<file path="src/rtl/ctrl_rx_multi.sv">
// Multi-port game-controller serial receiver: per-port pin synchronisers, idle-timeout framing, field decode,
// saturating bad-frame counters and a stale-link safe state. CTRL_RX_DEBUG_EN adds raw-byte/bit-count taps.
module ctrl_rx_multi #(
   parameter int NUM_CH       = 2,
   parameter int FRAME_BITS   = 24,
   parameter int SYNC_STAGES  = 2,
   parameter int IDLE_CYCLES  = 1000,
   parameter int STALE_CYCLES = 2**22,
   parameter int ERR_W        = 8
) (
   input  logic                    clk_in,
   input  logic                    rst_n_in,
   input  logic [NUM_CH-1:0]       chip_clk_raw,
   input  logic [NUM_CH-1:0]       chip_data_raw,
   output logic [8*NUM_CH-1:0]     buttons_out,
   output logic [8*NUM_CH-1:0]     joystick_x_out,
   output logic [8*NUM_CH-1:0]     joystick_y_out,
   output logic [NUM_CH-1:0]       frame_valid_out,
   output logic [NUM_CH-1:0]       connected_out,
   output logic [ERR_W*NUM_CH-1:0] err_count_out
`ifdef CTRL_RX_DEBUG_EN
   ,
   output logic [8*NUM_CH-1:0]     last_raw_byte_out,
   output logic [8*NUM_CH-1:0]     bit_cnt_out
`endif
);

   typedef enum logic [1:0] {
      ST_IDLE   = 2'd0,
      ST_SHIFT  = 2'd1,
      ST_COMMIT = 2'd2
   } state_t;

   localparam int IDW = $clog2(IDLE_CYCLES + 1);
   localparam int STW = $clog2(STALE_CYCLES + 1);
   localparam int BCW = 8;

   // The commit decision is registered, so the timer fires one count early to land on IDLE_CYCLES.
   localparam logic [IDW-1:0] IDLE_LAST  = IDW'(IDLE_CYCLES - 2);
   localparam logic [STW-1:0] STALE_LAST = STW'(STALE_CYCLES - 1);
   localparam logic [STW-1:0] STALE_PRE  = STW'(STALE_CYCLES - 2);
   localparam logic [BCW-1:0] BC_FULL    = BCW'(FRAME_BITS);
   localparam logic [BCW-1:0] BC_SAT     = BCW'(FRAME_BITS + 1);

   for (genvar ch = 0; ch < NUM_CH; ch++) begin : g_ch
      logic [SYNC_STAGES-1:0] clk_sync_r;
      logic [SYNC_STAGES-1:0] data_sync_r;
      logic                   clk_prev_r;
      logic                   edge_s;
      logic                   bit_s;
      state_t                 state_r;
      state_t                 state_nxt_s;
      logic                   commit_s;
      logic                   good_s;
      logic                   bad_s;
      logic                   stale_hit_s;
      logic [FRAME_BITS-1:0]  shreg_r;
      logic [BCW-1:0]         bit_cnt_r;
      logic [IDW-1:0]         idle_cnt_r;
      logic [STW-1:0]         stale_cnt_r;
      logic [7:0]             btn_r;
      logic [7:0]             jx_r;
      logic [7:0]             jy_r;
      logic                   valid_r;
      logic                   conn_r;
      logic [ERR_W-1:0]       err_r;

      // Raw-pin synchronisers plus the previous synced clock for edge detection
      always_ff @(posedge clk_in or negedge rst_n_in) begin
         if (!rst_n_in) begin
            clk_sync_r  <= {SYNC_STAGES{1'b0}};
            data_sync_r <= {SYNC_STAGES{1'b0}};
            clk_prev_r  <= 1'b0;
         end else begin
            clk_sync_r  <= {clk_sync_r[SYNC_STAGES-2:0], chip_clk_raw[ch]};
            data_sync_r <= {data_sync_r[SYNC_STAGES-2:0], chip_data_raw[ch]};
            clk_prev_r  <= clk_sync_r[SYNC_STAGES-1];
         end
      end

      assign edge_s = clk_sync_r[SYNC_STAGES-1] & ~clk_prev_r;
      assign bit_s  = data_sync_r[SYNC_STAGES-1];

      // Frame FSM next-state; an edge on the timeout cycle keeps the frame alive
      always_comb begin
         state_nxt_s = state_r;
         commit_s    = 1'b0;
         case (state_r)
            ST_IDLE: begin
               if (edge_s) begin
                  state_nxt_s = ST_SHIFT;
               end else begin
                  state_nxt_s = ST_IDLE;
               end
            end
            ST_SHIFT: begin
               if (!edge_s && (idle_cnt_r == IDLE_LAST)) begin
                  state_nxt_s = ST_COMMIT;
                  commit_s    = 1'b1;
               end else begin
                  state_nxt_s = ST_SHIFT;
               end
            end
            ST_COMMIT: state_nxt_s = ST_IDLE;
            default:   state_nxt_s = ST_IDLE;
         endcase
      end

      assign good_s      = commit_s && (bit_cnt_r == BC_FULL);
      assign bad_s       = commit_s && (bit_cnt_r != BC_FULL);
      assign stale_hit_s = !good_s && (stale_cnt_r == STALE_PRE);

      // FSM state register
      always_ff @(posedge clk_in or negedge rst_n_in) begin
         if (!rst_n_in) begin
            state_r <= ST_IDLE;
         end else begin
            state_r <= state_nxt_s;
         end
      end

      // Shift register, bit counter and idle timer
      always_ff @(posedge clk_in or negedge rst_n_in) begin
         if (!rst_n_in) begin
            shreg_r    <= {FRAME_BITS{1'b0}};
            bit_cnt_r  <= {BCW{1'b0}};
            idle_cnt_r <= {IDW{1'b0}};
         end else if (state_r == ST_IDLE) begin
            if (edge_s) begin
               shreg_r    <= {shreg_r[FRAME_BITS-2:0], bit_s};
               bit_cnt_r  <= BCW'(1);
               idle_cnt_r <= {IDW{1'b0}};
            end
         end else if (state_r == ST_SHIFT) begin
            if (edge_s) begin
               shreg_r    <= {shreg_r[FRAME_BITS-2:0], bit_s};
               idle_cnt_r <= {IDW{1'b0}};
               if (bit_cnt_r != BC_SAT) begin
                  bit_cnt_r <= bit_cnt_r + BCW'(1);
               end
            end else if (!commit_s) begin
               idle_cnt_r <= idle_cnt_r + IDW'(1);
            end
         end
      end

      // Decoded outputs, link supervision and error counting
      always_ff @(posedge clk_in or negedge rst_n_in) begin
         if (!rst_n_in) begin
            btn_r       <= 8'h00;
            jx_r        <= 8'h80;
            jy_r        <= 8'h80;
            valid_r     <= 1'b0;
            conn_r      <= 1'b0;
            err_r       <= {ERR_W{1'b0}};
            stale_cnt_r <= {STW{1'b0}};
         end else begin
            valid_r <= good_s;
            if (good_s) begin
               btn_r       <= shreg_r[23:16];
               jx_r        <= shreg_r[15:8];
               jy_r        <= shreg_r[7:0];
               conn_r      <= 1'b1;
               stale_cnt_r <= {STW{1'b0}};
            end else begin
               if (stale_cnt_r != STALE_LAST) begin
                  stale_cnt_r <= stale_cnt_r + STW'(1);
               end
               // Lost link: park inputs at neutral so nothing stays held down
               if (stale_hit_s) begin
                  conn_r <= 1'b0;
                  btn_r  <= 8'h00;
                  jx_r   <= 8'h80;
                  jy_r   <= 8'h80;
               end
            end
            if (bad_s && (err_r != {ERR_W{1'b1}})) begin
               err_r <= err_r + ERR_W'(1);
            end
         end
      end

      assign buttons_out[8*ch +: 8]         = btn_r;
      assign joystick_x_out[8*ch +: 8]      = jx_r;
      assign joystick_y_out[8*ch +: 8]      = jy_r;
      assign frame_valid_out[ch]            = valid_r;
      assign connected_out[ch]              = conn_r;
      assign err_count_out[ERR_W*ch +: ERR_W] = err_r;

`ifdef CTRL_RX_DEBUG_EN
      assign last_raw_byte_out[8*ch +: 8] = shreg_r[7:0];
      assign bit_cnt_out[8*ch +: 8]       = bit_cnt_r;
`else
      // Shift register and bit counter stay internal in production builds.
`endif
   end

endmodule
</file>
<file path="config.mk">
export PLATFORM = sky130hd
export DESIGN_NAME = ctrl_rx_multi
export DESIGN_NICKNAME = d
export VERILOG_FILES = /design/src/rtl/ctrl_rx_multi.sv
export SDC_FILE = /design/constraint.sdc
export NUM_CORES = 1
export LEC_CHECK = 0
export BUFFER_PORTS_ARGS = -buffer_cell sky130_fd_sc_hd__buf_2
export CORE_AREA = 10 10 156 158
export CTS_BUF_LIST = sky130_fd_sc_hd__clkbuf_16
export DETAILED_ROUTE_END_ITERATION = 8
export DIE_AREA = 0 0 166 168
export PLACE_DENSITY = 0.7
export SYNTH_ARGS = -nofsm -noshare
export SYNTH_HDL_FRONTEND = slang
export SYNTH_SLANG_ARGS = --single-unit
</file>
<file path="constraint.sdc">
create_clock -name clk_in -period 2.4 [get_ports clk_in]
set_clock_uncertainty 0.05 [all_clocks]
set_input_delay 0.24 -clock clk_in [delete_from_list [all_inputs] [get_ports clk_in]]
set_output_delay 0.24 -clock clk_in [all_outputs]
set_load 0.02 [all_outputs]
</file>
Yosys cells after proc, flatten, opt, wreduce, memory -nomap -nowiden --
Index checks and enable logic that the tools add are counted. W data, S select, Z words.
Storage, ports and cells: register bits 212, bits of input ports 6, output and inout port bits 68
Operators by class: bitwise logic cells 4, reduce and logical (&&, ||, !) cells 28, muxes and demuxes 54, $add $sub $neg 8, equal/unequal tests 22
Operators with widths (count):
- $mux W8 | 20
- $mux W24 | 6
- $mux W10 | 10
- $mux W23 | 4
- $add A23 B1 Y23 const B | 2
- $eq A23 B22 Y1 const B | 2
- $ne A23 B22 Y1 const B | 2
- $add A8 B1 Y8 const B | 4
- $ne A8 B5 Y1 const B | 4
- $add A10 B1 Y10 const B | 2
- $eq A10 B10 Y1 const B | 2
- $eq A8 B5 Y1 const B | 2
- $ne A8 B8 Y1 const B | 2
- $reduce_bool A2 Y1 | 8
- $logic_and A1 B1 Y1 | 10
- $mux W1 | 10
- $ne A2 B2 Y1 const B | 4
- $pmux W2 S2 | 2
- $reduce_and A4 Y1 | 2
- $ne A3 B3 Y1 const B | 2
- $reduce_and A3 Y1 | 2
- $eq A2 B1 Y1 const B | 2
- $logic_not A1 Y1 | 4
- $logic_not A2 Y1 | 2
- other kinds (3) | 6

Depth between registers and ports, before layout --
Gate-level depths: netlist (run 1).
depth after elaboration 11, mapped depth 9

Worst setup path after synthesis (run 1) --
No wires, ideal clock.
path kind register to register, start point register g_ch[0].idle_cnt_r[0], end point register g_ch[0].stale_cnt_r[0], stages on the path, launching flop included 8, path buffers 1, path slack 0.307 ns, library setup time 0.132 ns, arrival time 1.911 ns, period minus slack after synthesis 2.093 ns, cells stage by stage dfrtp_1 > inv_1 > ha_1 > nand4b_1 > or3_1 > nor3_2 > clkbuf_1 > nor2_1
On the way: cells in the longest elaborated chain, start to end 6, elaborated cells between the ends (all ways) 7, classes of those cells 1 x eq/ne; 3 x mux; 3 x reduce/logical
Ends and longest elaborated chain:
- start: declaration | line 59 | logic [IDW-1:0] idle_cnt_r;
- start signal: assignment | line 127 | idle_cnt_r <= {IDW{1'b0}};
- start signal: assignment | line 132 | idle_cnt_r <= {IDW{1'b0}};
- start signal: assignment | line 137 | idle_cnt_r <= {IDW{1'b0}};
- $eq A10 B10 Y1 (*) | line 97 | if (!edge_s && (idle_cnt_r == IDLE_LAST)) begin
- $logic_and A1 B1 Y1 (*) | line 97
- $mux W1 (*) | line 97
- $mux W1 (*) | line 88 | case (state_r)
- $logic_and A1 B1 Y1 (*) | line 109 | assign good_s = commit_s && (bit_cnt_r == BC_FULL);
- $mux W23 or $reduce_bool A2 Y1 (tied branches)
- end signal: assignment | line 156 | stale_cnt_r <= {STW{1'b0}};
- end signal: assignment | line 164 | stale_cnt_r <= {STW{1'b0}};
- end signal: assignment | line 167 | stale_cnt_r <= stale_cnt_r + STW'(1);
- end: declaration | line 60 | logic [STW-1:0] stale_cnt_r;
Every way passes the cells marked *; elsewhere a longest branch is shown, timed or not. A chain may end at the register's enable or synchronous reset.

Final worst setup path (run 1) --
start point register g_ch[0].idle_cnt_r[0], end point register g_ch[0].err_r[1]
On the way: cells in the longest elaborated chain, start to end 6
Ends and longest elaborated chain:
- $eq A10 B10 Y1 | line 97
- $logic_and A1 B1 Y1 | line 97
- $mux W1 | line 97
- $mux W1 | line 88
- $logic_and A1 B1 Y1 | line 110 | assign bad_s = commit_s && (bit_cnt_r != BC_FULL);
- $logic_and A1 B1 Y1 | line 177 | if (bad_s && (err_r != {ERR_W{1'b1}})) begin
- end signal: assignment | line 155 | err_r <= {ERR_W{1'b0}};
- end signal: assignment | line 178 | err_r <= err_r + ERR_W'(1);
- end: declaration | line 66 | logic [ERR_W-1:0] err_r;
Every way passes these cells.

==> results.cfg, run 1 <==
[outcome]
status = finished clean

[route]
finalWirelength_um = 19930
ant_nets = 0
drt_iter0_markers = 397
wire_per_inst_um = 15.40
vias_per_cell = 5.265
remaining_drc_errors = 0
num_vias = 6813
drt_first_pass_iters = 5

[sta]
min_period_ps = 2234
fmax_ghz = 0.4477
worstMarginPinSlew_ps = 905.3
report.final.slew_viol_count = 0
finalCritPeriodShare_pct = 93.07
tns_ps = 0
finalSetupViolCount = 0
rsz0062_at_grt = no
max_slew_margin_pct = 39.65
worst_slack_ps = 166.3
hold_viol = 0

[critical_path]
r2r_setup_slack_ps = 170
worst_path_dominant_cell_family = simple AND/OR/NAND/NOR gates
critPathMaxStageDelay_ps = 580
crit_chain = inv_1 > ha_1 > nand4b_1 > or2_1 > nor4b_4 > mux2_1
rr_endpoint = g_ch[0].err_r[1]
crit_fanout = 8
worstSetupEndpointType = flop
worstPathRequired_ps = 2740
startpoint_type = flop
r2r-start = g_ch[0].idle_cnt_r[0]
cp_data_arrival_time_ps = 2570
worst-path-buf-inv = 1
cp_slowest_cell = nor4b_4
worstSetupPathType = reg2reg
r2r_cells = 6

[min_path]
worstHoldPathType = in2async

[floorplan]
start_util_pct = 43.69
die_h_um = 168
die_w_um = 166
core_mm2 = 0.02142
ios = 74
dieArea_mm2 = 0.02789
rows = 54

[pwr]
power_density_mw_per_mm2 = 770.7
vdd_drop_max_uv = 561.1
power_mw = 8.497
p_leak_nw = 5.425

[synthesis]
synth_area_per_cell_um2 = 10.32
synth_edf_count = 0
ys_seq_area_share_pct = 56.75
async_reset_ff_share_pct = 100.0
ys_ff_latch = 212
syn_area_mm2 = 0.009358
synthFlopType = dfrtp_1
yosys.cell_types.count = 59
syn_inst = 907
syn_nets = 929
yosysWarnings = 0

[grt]
use_met3_pct = 2.305
busiest_layer = met2
grtUsageTotal_pct = 14.08
grt_use_met1_pct = 19.04
use_met2_pct = 22.75
grt_max_degree = 69
grt_pass1_vias = 6892
antenna_found_initial = 0
grt_first_pass_wirelength_um = 34470
overflow = 0

[final_layout]
final_cell_mix = dfrtp_1, nand2_1, nor2_1
n_fill_cell = 1897
seq_area_mm2 = 0.005310
fin_area_mm2 = 0.01102
final_nets = 1020
drive_above_1_share_pct = 14.99
layout_commonest_cell = dfrtp_1
multi_input_area_mm2 = 0.003801
area_growth_pct = 17.81
n_antenna_cell = 0

[placement]
place_hpwl_um = 13150
gp_congestion = 0.8257
dp_slack_ps = 177.9
port-buffer-count = 73
postPlaceCellArea_mm2 = 0.01015

[clocking]
cts_max_path_buffers = 3
cts-buffers-inserted = 23
cts_tree = built
cts_sinks = 212
clk_pin_slew_ps = 60
clk_latency_ps = 500
h-tree-depth = 1
root_buffer = clkbuf_16
cts.repair.resized = 0

[flow_run]
maxCapViolCount = 0
worst reg2reg max path, stage by stage, from the launching register on:
cell,delay (ps)
dfrtp_1,400
inv_1,100
ha_1,150
nand4b_1,130
or2_1,320
nor4b_4,580
mux2_1,380
cell usage after synthesis (3+ instances only):
master,number,share of area [%]
nor3_1,17,0.91
nor2_1,73,2.9
buf_2,10,0.53
nand3b_1,3,0.24
mux2i_1,4,0.43
nand2b_1,7,0.47
clkbuf_1,20,0.80
xnor2_1,34,3.2
nor3b_1,5,0.40
nand3_1,34,1.8
nor4_1,8,0.53
a211oi_1,8,0.64
o21ai_0,25,1.3
a22o_1,44,4.1
nand4b_1,4,0.37
and4_1,7,0.66
inv_1,22,0.88
or3_1,11,0.74
o2111ai_1,3,0.28
ha_1,16,2.1
nand4_1,21,1.4
dfstp_2,4,1.1
and2_1,5,0.33
a21oi_1,24,1.3
o21ai_1,3,0.16
nor2b_1,7,0.47
buf_4,4,0.32
dfrtp_1,208,56
nand2_1,184,7.4
o31ai_1,6,0.48
nor4_2,3,0.40
o211ai_1,5,0.40
xor2_1,21,2.0
and3_1,16,1.1
a31oi_1,5,0.33
layer usage:
metal,routed length [um],share of wire [%]
met2,9335,47
met4,364,1.8
met3,801,4.0
met1,9426,47
met5,0,0
final cells by class:
class / count / area share (%)
Tap cell: 280 / 3.178
Clock inverter: 18 / 2.259
Clock buffer: 23 / 5.221
Timing Repair Buffer: 102 / 5.947
Sequential cell: 212 / 48.17
Multi-Input combinational cell: 637 / 34.48
Inverter: 22 / 0.7491
state kept, by name (all words and copies together), names as in the netlist:
register          cells
g_ch.jy_r            16
g_ch.shreg_r         48
g_ch.jx_r            16
g_ch.btn_r           16
g_ch.clk_sync_r       4
g_ch.stale_cnt_r     46
g_ch.err_r           16
g_ch.data_sync_r      4
g_ch.valid_r          2
g_ch.clk_prev_r       2
g_ch.idle_cnt_r      20
g_ch.conn_r           2
g_ch.state_r          4
g_ch.bit_cnt_r       16
repair_timing:
action | CTS | global route
hold buffers | 5 | 0
setup buffers | 0 | 0
hold endpoints to repair | 68 | 0
endpoints found under the setup margin | 0 | 0
where the power goes:
part | internal [mW] | leakage (nW) | switching (mW)
combinational | 0.241 | 2.19 | 0.331
sequential | 3.82 | 2.83 | 0.248
clock | 2.40 | 0.408 | 1.45
total | 6.46 | 5.43 | 2.03
worst max path at each step:
| stage | startpoint | endpoint | slack (ps) | cells past startpoint |
|---|---|---|---|---|
| 2_1_floorplan | g_ch[0].idle_cnt_r[0] | g_ch[0].stale_cnt_r[0] | 310 | 7 |
| 3_3_place_gp | g_ch[0].idle_cnt_r[0] | g_ch[0].err_r[1] | 250 | 6 |
| 3_5_place_dp | g_ch[0].idle_cnt_r[0] | g_ch[0].err_r[1] | 180 | 6 |
| 4_1_cts | g_ch[0].idle_cnt_r[0] | g_ch[0].err_r[1] | 170 | 6 |
| 5_1_grt | g_ch[0].idle_cnt_r[0] | g_ch[0].err_r[1] | 50 | 6 |
| 6_report | g_ch[0].idle_cnt_r[0] | g_ch[0].err_r[1] | 170 | 6 |
logic make-up after synthesis:
logic type / after synthesis / synth area share (%)
simple gates: 421 / 22.08
flops: 212 / 56.75
compound gates: 139 / 10.44
buf+inv: 58 / 2.781
xor+xnor: 55 / 5.148
fa+ha+maj: 16 / 2.139
mux: 6 / 0.6685
through the flow:
| stage | instances | hold WS, ps | utilization (%) |
|---|---|---|---|
| floorplan | 907 | -105.6 | - |
| global placement | 1248 | 195.6 | 47.39 |
| detailed placement | 1248 | 198.7 | 47.39 |
| CTS | 1294 | 255.3 | 51.47 |
| global route | 1294 | 296.5 | 51.47 |
| finish | 1294 | 231.3 | 51.47 |
(Power assumes the default switching activity.)
==> run 2, diff against run 1 <==
Clock period 2.4 ns to 2.6 ns, I/O delays scaled along.
==> run 2 against run 1 <==
  * Sequential share of layout area increased by 0.33 points
  * Routed wire length decreased by 1.3%
  * First-iteration DRC count increased by 14%
  * Sequential power decreased by 7.6%
  * Count of clock-buffer cells in the layout increased by 2
  * Utilization decreased by 0.35 points
  * Via count increased by 0.92%
  * Clock power decreased by 15%
  * Largest power group unchanged
==> results.cfg, run 2 (synthesis results as in run 1) <==
[final_layout]
layout_commonest_cell = dfrtp_1
n_fill_cell = 1927
final_nets = 1019
drive_above_1_share_pct = 14.88
regMostFlops = g_ch.shreg_r
final_cell_mix = dfrtp_1, nand2_1, nor2_1
largest_registers = g_ch.shreg_r x48, g_ch.stale_cnt_r x46, g_ch.idle_cnt_r x20
n_antenna_cell = 0
area_growth_pct = 17.01
largest_reg_flops = 48

[clocking]
cts_tree = built
clk_latency_ps = 510
clk_pin_slew_ps = 60
cts_max_path_buffers = 3
cts-buffers-inserted = 24
h-tree-depth = 1
cts_hold_buf = 5
cts.repair.resized = 0
post_cts_buffers = 0
cts_sinks = 212
root_buffer = clkbuf_16

[pwr]
vdd_drop_max_uv = 442.1
power_density_mw_per_mm2 = 691.1
p_leak_nw = 5.390

[critical_path]
rr_endpoint = g_ch[0].err_r[1]
cp_slowest_cell = nor4b_4
crit_chain = inv_1 > ha_1 > nand4b_1 > or2_1 > nor4b_4 > mux2_1
critPathMaxStageDelay_ps = 590
cp_data_arrival_time_ps = 2600
worstPathRequired_ps = 2940
worstSetupPathType = reg2reg
r2r-start = g_ch[0].idle_cnt_r[0]
crit_start = g_ch[0].idle_cnt_r[0]
r2r_cells = 6
worstSetupEndpointType = flop
r2r_setup_slack_ps = 340
startpoint_type = flop
crit_fanout = 8
crit_end = g_ch[0].err_r[1]

[sta]
finalSetupViolCount = 0
min_period_ps = 2260
hold_viol = 0
holdWs_ps = 270.9
finalCritPeriodShare_pct = 86.93
max_slew_margin_pct = 49.02
rsz0062_at_grt = no
fmax_ghz = 0.4425
tns_ps = 0
report.final.slew_viol_count = 0
worstMarginPinSlew_ps = 757.7

[route]
drt_iter0_markers = 451
vias_per_cell = 5.310
ant_nets = 0
num_vias = 6876
drt_first_pass_iters = 4
finalWirelength_um = 19670
remaining_drc_errors = 0
wire_per_inst_um = 15.19

[floorplan]
die_h_um = 168
ios = 74
start_util_pct = 43.69
dieArea_mm2 = 0.02789
rows = 54
die_w_um = 166
core_mm2 = 0.02142

[grt]
grt_pass1_vias = 6769
antenna_found_initial = 0
overflow = 0
grtUsageTotal_pct = 14.02
grt_max_degree = 76
grt_first_pass_wirelength_um = 34440

[min_path]
worstHoldPathType = in2async

[outcome]
status = finished clean

[placement]
port-buffer-count = 73
gp_congestion = 0.8300
place_hpwl_um = 13030

[flow_run]
maxCapViolCount = 0
-- run 2: cell types whose count changed in the layout (fill, tap and decap cells not counted), sizes merged --
cell | previous run | this run
bufinv | 6 | 2
clkinvlp | 0 | 4
buf | 97 | 95
clkbuf | 23 | 25
inv | 23 | 25
clkinv | 11 | 10
-- run 2: critical path, delay by kind of cell, from the launching register on --
family | cells | cell delay [ps]
muxes | 1 | 380
adders and majority gates | 1 | 160
buffers and inverters | 1 | 100
DFF | 1 | 400
and+or+nand+nor | 3 | 1050
-- run 2: where the power goes --
part	leakage [nW]	internal (mW)	switching [mW]
Combinational	2.18	0.220	0.313
Clock	0.385	1.94	1.33
Sequential	2.83	3.53	0.231
Total	5.39	5.69	1.88
-- run 2: how the worst min path moves through the flow --
| stage | start | slack (ps) | to | depth (start not counted) |
|---|---|---|---|---|
| 2_1_floorplan | rst_n_in | -90 | g_ch[0].bit_cnt_r[0] | 0 |
| 3_3_place_gp | rst_n_in | 230 | g_ch[1].err_r[0] | 1 |
| 3_5_place_dp | rst_n_in | 230 | g_ch[1].err_r[0] | 1 |
| 4_1_cts | rst_n_in | 280 | g_ch[1].idle_cnt_r[9] | 2 |
| 5_1_grt | g_ch[1].data_sync_r[0] | 310 | g_ch[1].data_sync_r[1] | 0 |
| 6_report | rst_n_in | 270 | g_ch[1].idle_cnt_r[5] | 2 |
-- run 2: cell type report --
type                    count  area [um2]  area share, %
well taps                 280       350.3          3.200
multi-input cells         637        3801          34.72
clock inverters            19       151.4          1.383
clock buffers              25       625.6          5.714
inverters                  22       82.58         0.7542
flip-flops and latches    212        5310          48.50
repair buffers            100       628.1          5.736
-- run 2: metrics by stage --
stage / area [um2] / std cells / util [%] / worst slack (ps) / power (mW)
6_report: 10950 / 1295 / 51.12 / 339.9 / 7.567
5_1_grt: 10950 / 1295 / 51.12 / 196.5 / 7.969
4_1_cts: 10950 / 1295 / 51.12 / 346.6 / 7.679
3_5_place_dp: 10120 / 1246 / 47.26 / 366.7 / 4.350
3_3_place_gp: 10120 / 1246 / 47.26 / 430.2 / 4.313
2_1_floorplan: 9358 / 907 / - / 507.2 / 4.123
-- run 2: per-layer routing --
layer	share of wire, %	vias to the layer above	GRT usage [%]
li1	-	3368	-
met1	47	3364	19.54
met2	47	112	21.99
met3	4.2	32	2.631
met4	1.7	0	3.621
met5	0	-	0
==> run 3, diff against run 2 <==
Settings changed: CORE_AREA 10 10 156 158 to 10 10 143 145, DIE_AREA 0 0 166 168 to 0 0 153 155, PLACE_DENSITY 0.7 to 0.8, SKIP_LAST_GASP from default to 1.
==> run 3 against run 2 <==
  * Clock power decreased by 4%
  * Count of clock-buffer cells in the layout decreased by 2
  * Power is 1.7% lower
  * Sequential share of layout area up 0.49 points
  * Fmax is 3.4% lower
  * Cell count is 4.2% lower
  * Sequential power about the same
  * Routed wire length decreased by 0.15%
  * Combinational power down 0.9%
  * Highest routed layer unchanged
==> results.cfg, run 3 (synthesis results as in run 1) <==
[critical_path]
crit_fanout = 24
r2r_cells = 7
startpoint_type = flop
rr_endpoint = g_ch[1].btn_r[2]
worstSetupPathType = reg2reg
worstPathRequired_ps = 2980
r2r-start = g_ch[1].idle_cnt_r[0]
r2r_setup_slack_ps = 260
cp_data_arrival_time_ps = 2720
worstSetupEndpointType = flop

[sta]
worst_slack_ps = 259.9
finalCritPeriodShare_pct = 90.00
min_period_ps = 2340
fmax_ghz = 0.4273
hold_viol = 0
max_slew_margin_pct = 19.58
finalSetupViolCount = 0
report.final.slew_viol_count = 0
worstMarginPinSlew_ps = 1206
holdWs_ps = 294.4
rsz0062_at_grt = no
tns_ps = 0

[final_layout]
area_growth_pct = 15.83
fin_area_mm2 = 0.01084
n_antenna_cell = 0
fin_cells = 1240
final_nets = 1018
final_cell_mix = dfrtp_1, nand2_1, nor2_1, buf_2, a22o_1
n_fill_cell = 1432
largest_reg_flops = 48
largest_registers = g_ch.shreg_r x48, g_ch.stale_cnt_r x46, g_ch.idle_cnt_r x20
utilization_pct = 61.39
drive_above_1_share_pct = 14.24
regMostFlops = g_ch.shreg_r
layout_commonest_cell = dfrtp_1

[placement]
dp_slack_ps = 290.8
gp_congestion = 0.8370
place_hpwl_um = 13100
dp.cells = 1195
port-buffer-count = 73
postPlaceCellArea_mm2 = 0.01007

[clocking]
clk_latency_ps = 500
post_cts_buffers = 0
cts_sinks = 212
cts-buffers-inserted = 23
cts_hold_buf = 5
cts.repair.resized = 0
cts_tree = built
root_buffer = clkbuf_16
h-tree-depth = 1
clk_pin_slew_ps = 60
cts_max_path_buffers = 3

[min_path]
worstHoldPathType = reg2reg
min_to = g_ch[1].data_sync_r[1]
worstHoldStart = g_ch[1].data_sync_r[0]
whs_path_depth = 0

[pwr]
p_leak_nw = 5.379
vdd_drop_max_uv = 537.6
power_density_mw_per_mm2 = 686.5
power_mw = 7.441

[route]
num_vias = 6923
drt_first_pass_iters = 8
vias_per_cell = 5.583
drt_iter0_markers = 624
finalWirelength_um = 19640
ant_nets = 0
wire_per_inst_um = 15.84
remaining_drc_errors = 0

[flow_run]
maxCapViolCount = 0

[floorplan]
rows = 49
ios = 74
die_w_um = 153
start_util_pct = 53.00
core_mm2 = 0.01766
die_h_um = 155
dieArea_mm2 = 0.02372

[outcome]
status = finished clean

[grt]
antenna_found_initial = 0
grtUsageTotal_pct = 16.26
grt_pass1_vias = 6754
overflow = 0
grt_first_pass_wirelength_um = 33290
grt_max_degree = 83
[run 3: cell types whose count changed in the layout (fill, tap and decap cells not counted)]
cell,previous run,this run
clkinvlp_4,4,0
clkbuf_16,25,23
clkinv_1,3,5
clkinv_2,6,4
inv_1,25,27
bufinv_16,2,3
clkinv_4,1,0
nor2_1,73,72
nor2_2,0,1
nor2b_2,1,0
nor2b_4,0,1
[run 3: worst max-delay path: stages (launching register included)]
cell     delay (ps)
dfrtp_1         400
inv_1            70
ha_1            190
nand2_1          80
nor4_2           70
and2_1          200
a21oi_2         940
a22o_1          260
[run 3: how the worst max path moves through the flow]
stage / from / to / slack [ps] / cells after the start
CTS: g_ch[1].idle_cnt_r[0] / g_ch[1].jy_r[6] / 280 / 7
detailed placement: g_ch[1].idle_cnt_r[0] / g_ch[1].jy_r[6] / 290 / 7
global placement: g_ch[1].idle_cnt_r[0] / g_ch[1].btn_r[1] / 400 / 7
global route: g_ch[1].idle_cnt_r[0] / g_ch[1].btn_r[3] / 80 / 7
finish: g_ch[1].idle_cnt_r[0] / g_ch[1].btn_r[2] / 260 / 7
floorplan: g_ch[0].idle_cnt_r[0] / g_ch[0].stale_cnt_r[0] / 510 / 7
[run 3: area by class of cell]
cell class              count  area, um2  area share (%)
clock buffers              23      575.6           5.310
clock inverters            17      147.6           1.362
inverters                  22      82.58          0.7619
multi-input cells         637       3809           35.14
flip-flops and latches    212       5310           48.99
well taps                 229      286.5           2.643
repair buffers            100      628.1           5.795
[run 3: routing by layer]
| metal | vias up | track usage, % | part of all wire, % |
|---|---|---|---|
| li1 | 3347 | - | - |
| met1 | 3392 | 21.18 | 45 |
| met2 | 147 | 26.63 | 47 |
| met3 | 37 | 3.529 | 4.9 |
| met4 | 0 | 5.041 | 2.6 |
| met5 | - | 0 | 0 |
[run 3: report_power, final]
part | switching, mW | internal (mW) | leakage, nW | total [mW]
logic | 0.310 | 0.219 | 2.18 | 0.529
clock network | 1.26 | 1.89 | 0.376 | 3.15
registers | 0.232 | 3.53 | 2.83 | 3.76
